--- config.mk ---
export PLATFORM = sky130hd
export DESIGN_NAME = ft_dmem_ctrl
export DESIGN_NICKNAME = d
export VERILOG_FILES = /design/src/rtl/ft_pkg.sv /design/src/rtl/ft_dmem_parity.sv /design/src/rtl/ft_dmem_ctrl.sv
export SDC_FILE = /design/constraint.sdc
export NUM_CORES = 1
export LEC_CHECK = 0
export CORE_AREA = 2 2 77 79
export DETAILED_ROUTE_END_ITERATION = 16
export DIE_AREA = 0 0 79 81
export PLACE_DENSITY = 0.81
export SYNTH_ARGS = -nofsm -noshare
export SYNTH_HDL_FRONTEND = slang
export SYNTH_SLANG_ARGS = --single-unit
--- constraint.sdc ---
create_clock -name clk_i -period 1.7 [get_ports clk_i]
set_input_delay 0.17 -clock clk_i [delete_from_list [all_inputs] [get_ports clk_i]]
set_output_delay 0.17 -clock clk_i [all_outputs]
set_load 0.05 [all_outputs]
--- src/rtl/ft_pkg.sv ---
// rtl/ft_pkg.sv - shared types, constants and parity helper for the data-memory controller
package ft_pkg;

  typedef enum logic [1:0] {
    IDLE = 2'd0,
    RESP = 2'd1,
    ERR  = 2'd2
  } dmem_state_e;

  localparam logic [31:0] DMEM_BASE_ADDR = 32'h0010_0000;

  // Even parity bit per byte lane: the bit makes the 9-bit group have an even number of ones.
  function automatic logic [3:0] byte_parity(input logic [31:0] d);
    logic [3:0] p;
    for (int i = 0; i < 4; i++) begin
      p[i] = ^d[8*i +: 8];
    end
    return p;
  endfunction

endpackage

--- src/rtl/ft_dmem_parity.sv ---
// rtl/ft_dmem_parity.sv - 4-lane even-parity generator and checker for SRAM words
module ft_dmem_parity
  import ft_pkg::*;
(
  input  logic [31:0] wdata_i,
  output logic [3:0]  par_o,
  input  logic [31:0] rdata_i,
  input  logic [3:0]  par_i,
  output logic        err_o
);

  // Parity for every lane is produced; the SRAM byte enables decide which lanes get stored.
  assign par_o = byte_parity(wdata_i);

  // All four lanes are checked on read, regardless of the original write's byte enables.
  assign err_o = |(byte_parity(rdata_i) ^ par_i);

endmodule

--- src/rtl/ft_dmem_ctrl.sv ---
// rtl/ft_dmem_ctrl.sv - core data port to single-port SRAM bridge; optional parity via FT_DMEM_PARITY_EN
module ft_dmem_ctrl
  import ft_pkg::*;
#(
  parameter logic [31:0] BASE_ADDR = DMEM_BASE_ADDR,
  parameter int unsigned AW        = 12
) (
  input  logic          clk_i,
  input  logic          rst_ni,
  input  logic          data_req_i,
  output logic          data_gnt_o,
  output logic          data_rvalid_o,
  input  logic          data_we_i,
  input  logic [3:0]    data_be_i,
  input  logic [31:0]   data_addr_i,
  input  logic [31:0]   data_wdata_i,
  output logic [31:0]   data_rdata_o,
  output logic          data_err_o,
  input  logic          hold_i,
  output logic          sram_req_o,
  output logic          sram_we_o,
  output logic [3:0]    sram_be_o,
  output logic [AW-1:0] sram_addr_o,
  output logic [31:0]   sram_wdata_o,
  input  logic [31:0]   sram_rdata_i,
`ifdef FT_DMEM_PARITY_EN
  output logic [3:0]    sram_par_o,
  input  logic [3:0]    sram_par_i,
`endif
  output logic          busy_o,
  output logic [7:0]    err_cnt_o
);

  // Window size in bytes, kept 33 bits wide so a window ending at 4 GiB cannot wrap.
  localparam logic [32:0] WINDOW = 33'(1) << (AW + 2);

  dmem_state_e state_q, state_d;
  logic        we_q, we_d;
  logic [7:0]  err_cnt_q, err_cnt_d;

  logic        grant;
  logic        in_range;
  logic [31:0] offset;
  logic        par_err;

  assign grant    = data_req_i & ~hold_i;
  assign offset   = data_addr_i - BASE_ADDR;
  assign in_range = (data_addr_i >= BASE_ADDR) && ({1'b0, offset} < WINDOW);

  assign data_gnt_o   = grant;
  assign sram_req_o   = grant & in_range & rst_ni;
  assign sram_we_o    = data_we_i;
  assign sram_be_o    = data_be_i;
  assign sram_addr_o  = offset[AW+1:2];
  assign sram_wdata_o = data_wdata_i;

`ifdef FT_DMEM_PARITY_EN
  ft_dmem_parity u_parity (
    .wdata_i (data_wdata_i),
    .par_o   (sram_par_o),
    .rdata_i (sram_rdata_i),
    .par_i   (sram_par_i),
    .err_o   (par_err)
  );
`else
  assign par_err = 1'b0;
`endif

  // State, access direction and error counter registers; reset drops any pending response.
  always_ff @(posedge clk_i or negedge rst_ni) begin
    if (!rst_ni) begin
      state_q   <= IDLE;
      we_q      <= 1'b0;
      err_cnt_q <= 8'h00;
    end else begin
      state_q   <= state_d;
      we_q      <= we_d;
      err_cnt_q <= err_cnt_d;
    end
  end

  // Next state from the current grant plus response outputs driven from the registered state.
  always_comb begin
    state_d       = IDLE;
    we_d          = we_q;
    data_rvalid_o = 1'b0;
    data_err_o    = 1'b0;
    data_rdata_o  = 32'h0;
    err_cnt_d     = err_cnt_q;

    if (grant) begin
      state_d = in_range ? RESP : ERR;
      we_d    = data_we_i;
    end

    unique case (state_q)
      RESP: begin
        data_rvalid_o = 1'b1;
        if (!we_q) begin
          data_rdata_o = sram_rdata_i;
          data_err_o   = par_err;
        end
      end
      ERR: begin
        data_rvalid_o = 1'b1;
        data_err_o    = 1'b1;
      end
      default: begin
        data_rvalid_o = 1'b0;
      end
    endcase

    if (data_err_o && (err_cnt_q != 8'hFF)) begin
      err_cnt_d = err_cnt_q + 8'd1;
    end
  end

  assign busy_o    = (state_q != IDLE);
  assign err_cnt_o = err_cnt_q;

endmodule
* Yosys cells after proc, flatten, opt, wreduce, memory -nomap -nowiden
Index checks and enable logic that the tools add are counted.
** Word-level totals
- Bits in registers :: 11
- Output and inout port bits :: 94
- Logic and storage cells :: 24
** Cells by class
- $add $sub $neg :: 2
- Order comparisons :: 2
- Equal/unequal tests :: 3
- Mux-type cells :: 6
- Bitwise gates (word level) :: 4
- Reductions and logical operators :: 4
** Operators by type and width (number)
- 32-bit two-way mux :: 2
- 32-bit by 21-bit >= comparator with 1-bit output (second input constant) :: 1
- 32-bit by 15-bit < comparator with 1-bit output (second input constant) :: 1
- 32-bit by 21-bit subtractor with 32-bit output (second input constant) :: 1
- 8-bit by 1-bit adder with 8-bit output (second input constant) :: 1
- 8-bit != test (second input constant) :: 1
- 2-bit two-way mux :: 2
- 1-bit AND :: 3
- 2-bit by 1-bit equality test with 1-bit output (second input constant) :: 1
- 2-bit equality test (second input constant) :: 1
- 1-bit logical AND :: 2
- 1-bit two-way mux :: 2
- 2-bit nonzero test :: 1
- 2-bit OR reduction :: 1
- 1-bit inverter :: 1

* Longest topological paths before layout
- Depth in word-level cells :: 5
- Mapped depth :: 5

* Least setup slack after synthesis
Ideal clock, no wire load.
- Kind :: input port to output port
- From :: input port data_req_i
- To :: output port sram_req_o
- Arrival :: 2.170 ns
- Required time :: 1.530 ns
- Slack :: -0.640 ns
- Cell stages on the path :: 3
- Cell sequence :: nor2b_1 -> nand2_1 -> nor3_1
** Between the ends
- Cells in the longest elaborated chain, start to end :: 3
** RTL lines
- start: declaration :: line ft_dmem_ctrl.sv:10 : input logic data_req_i,
- 1-bit AND :: line ft_dmem_ctrl.sv:46 : assign grant = data_req_i & ~hold_i;
- 1-bit AND (2 in series) :: line ft_dmem_ctrl.sv:51 : assign sram_req_o = grant & in_range & rst_ni;
- end: declaration :: line ft_dmem_ctrl.sv:20 : output logic sram_req_o,
No other way between the ends.

* Final worst setup path
- From :: register state_q[1]
- To :: output port data_rdata_o[26]
** Between the ends
- Cells in the longest elaborated chain, start to end :: 2
** RTL lines
- start: declaration :: line ft_dmem_ctrl.sv:37 : dmem_state_e state_q, state_d;
- start signal: assignment :: line ft_dmem_ctrl.sv:76 : state_q <= state_d;
- 2-bit by 1-bit equality test with 1-bit output :: line ft_dmem_ctrl.sv:96 : unique case (state_q)
- 32-bit two-way mux :: line ft_dmem_ctrl.sv:96
- end: declaration :: line ft_dmem_ctrl.sv:17 : output logic [31:0] data_rdata_o,
No other way between the ends.

==> flow_summary_export.csv <==
group,metric,value,unit
run_status,status,"complete, but fails checks",
run_status,violations,"setup timing",
drt,routed_wl,3.905,mm
min_path,hp-class,"primary input to async pin",
cells_and_area,diodes,0,
clocking,cts.sinks,11,
yosys,synth_nets,250,
yosys,netlist_top_cells_count,"49 x buf_4, 33 x and2_1, 11 x dfrtp_1",
placed_design,dp.cells,269,
clocking,cts_buffers,3,
yosys,async_flop_share,100.0,%
floorplanning,rows,28,
cells_and_area,nets,314,
yosys,ys_ff_latch,11,
yosys,synth_edf_count,0,
yosys,synth_cells,141,
cells_and_area,final_util,45.13,%
setup_path,cp-end-kind,"primary output",
timing,worst_pin_slew,266.1,ps
setup_path,cp_max_fo,8,
timing,hold_viol,0,
power_and_ir_drop,power_density,556.8,nW/um2
cells_and_area,fill_cells,541,
setup_path,critPathSlowestCell,"dfrtp_1",
clocking,cts_tree,"built",
setup_path,slowest_delay,390,ps
clocking,cts_hold_buf,0,
placed_design,port_buffers,100,
drt,via_count,1156,
timing,setup_viol,24,
placed_design,gp_congestion,0.7152,
timing,worst_slack,-38.61,ps
clocking,htreeDepth,1,
setup_path,crit_required,1530,ps
yosys,synth_area_per_cell,8.466,um2
drt,drtAntennaViolNets,0,
clocking,clock_tree.root_cell,"clkbuf_8",
drt,viasPerCell,4.143,
yosys,synth_ff_type,"dfrtp_1",
timing,final_max_slew_viol_count,0,
yosys,syn_area,1194,um2
floorplanning,io_pins,199,
global_route,grt_max_degree,33,
drt,initialDrtViolationCount,9,
timing,rsz0062_at_grt,"true",
flow_run,cap_violations,0,
cells_and_area,area_growth,114.6,%
power_and_ir_drop,cellLeakagePower,1.047,nW
yosys,synth_warnings,0,
timing,fin_crit,1739,ps
yosys,synthTopCellsByArea,"buf_4 31%, dfrtp_1 23%, and2_1 17%, ha_1 4.2%, mux2_2 2.8%",
drt,drtPass1Iterations,4,
floorplanning,fp.dieArea,6399,um2
floorplanning,core,5675,um2
drt,route.detailed.drc,0,
clocking,clockBufferDepth,2,
timing,relSlewSlack,82.14,%
floorplanning,start_util,21.03,%
placed_design,hpwl,2.867,mm
yosys,ys_types,29,
setup_path,r2r_cells,6,
floorplanning,die_x,79,um
yosys,synth_most_common_cell,"buf_4",
timing,fin_hold_ws,297.3,ps
power_and_ir_drop,power.total,1.426,mW
global_route,grt_pass1_vias,1114,
clocking,clkLatencyLatePin,230,ps
yosys,yosys.area.top_type_share,30.82,%
global_route,antenna_found_initial,0,
global_route,overflow,0,
setup_path,worstSetupStartpointType,"flip-flop",
global_route,track_usage,10.54,%
setup_path,cp_cell_sequence,"inv_2 -> ha_4 -> nor2b_4 -> clkbuf_16 -> and2_4 -> buf_12",
yosys,synth_top_area_cell,"buf_4",
power_and_ir_drop,ir_worst_vdd,1.046,mV
global_route,grt_pass1_wl,5.423,mm
drt,wl_per_cell,14.00,um
yosys,synth_seq_area_share,23.06,%
timing,skew,1.014,ps
clocking,path_clk_slew,50,ps
setup_path,path_class,"flip-flop to primary output",
cells_and_area,seq_area,277.8,um2
timing,fmaxAchievable,575.2,MHz
setup_path,crit_arrival,1570,ps
timing,fin_crit_sh,102.3,%
cells_and_area,multi_input_area,634.4,um2
cells_and_area,stdcell_count,279,
placed_design,dp_slack,24.29,ps
cells_and_area,drive_gt1_share,51.96,%
floorplanning,die-height,81,um
[per-stage QoR]
| step | cell area [um2] | TNS, ps |
|---|---|---|
| final | 2561 | -535.1 |
| after global routing | 2561 | -3055 |
| after CTS | 2387 | -65.33 |
| after detailed placement | 2332 | 0 |
| after global placement | 2332 | 0 |
| after floorplan | 1206 | 0 |
[state kept, by name, summed over array words and instances, names as in the netlist]
name,flops
err_cnt_o,8
state_q,2
we_q,1
[timing repair]
item / CTS / global route
endpoints found under the hold margin: 0 / 0
gates cloned: 0 / 3
endpoints found under the setup margin: 32 / 33
gates resized for setup: 4 / 33
buffers inserted: 0 / 3
pin swaps: 0 / 31
[report_power, final]
part           switching, mW  leakage, nW  internal (mW)
sequential             0.103        0.138          0.344
combinational          0.406        0.886          0.312
clock                 0.0964       0.0228          0.165
total                  0.606         1.05          0.820
[layout make-up]
cell class                      count  area share [%]
Sequential cell                    11           10.85
Inverter                            4          0.5862
Clock buffer                        4           1.759
Tap cell                           75           3.664
Multi-Input combinational cell     74           24.77
Timing Repair Buffer              111           58.38
[cells by family (layout without fill, tap and decap cells)]
logic type	Yosys count	in the layout	share of synthesized area [%]
adders and majority gates	4	4	4.193
xor gates and xnor gates	4	4	2.936
muxes	4	4	3.773
buffers and inverters	56	119	33.02
and+or+nand+nor	55	55	28.93
AOI/OAI and AO/OA	7	7	4.088
DFF	11	11	23.06
[placed cells by master, fill, tap and decap left out, types with 2 or more instances in the layout]
master / Yosys / layout
clkbuf_8: 0 / 3
nand3_1: 3 / 3
buf_12: 0 / 39
ha_1: 4 / 2
clkbuf_16: 0 / 2
xnor2_1: 3 / 3
inv_1: 4 / 3
dfrtp_2: 0 / 2
nand4_1: 2 / 2
nand2_1: 4 / 4
buf_4: 49 / 15
mux2_2: 3 / 3
clkdlybuf4s50_1: 0 / 54
dfrtp_1: 11 / 9
nor4_1: 4 / 4
and2_4: 0 / 32
[critical path: cells and delay by family (launching register included)]
kind                       cells  cell delay, ps
adders and majority gates      1             120
buffers and inverters          3             420
DFF                            1             390
and+or+nand+nor                2             400
[per-layer routing]
metal | track usage [%] | wire (um)
met5 | 0 | 0
met4 | 2.586 | 39
met3 | 4.778 | 382
met2 | 19.07 | 2029
met1 | 11.21 | 1454
[worst paths after layout]
| check | end | from | slack (ps) |
|---|---|---|---|
| hold / removal | err_cnt_o[1]$_DFFE_PN0P_ | rst_ni | 300 |
| max in group asynchronous | err_cnt_o[0]$_DFFE_PN0P_ | rst_ni | 1240 |
| hold reg to reg | err_cnt_o[0]$_DFFE_PN0P_ | err_cnt_o[0]$_DFFE_PN0P_ | 500 |
| setup reg to reg | err_cnt_o[4]$_DFFE_PN0P_ | state_q[0]$_DFF_PN0_ | 160 |
| setup / recovery | data_rdata_o[26] | state_q[1]$_DFF_PN0_ | -40 |
| min in group clk_i | sram_addr_o[9] | data_addr_i[11] | 340 |
No activity file was read; power rests on OpenSTA's default activity.
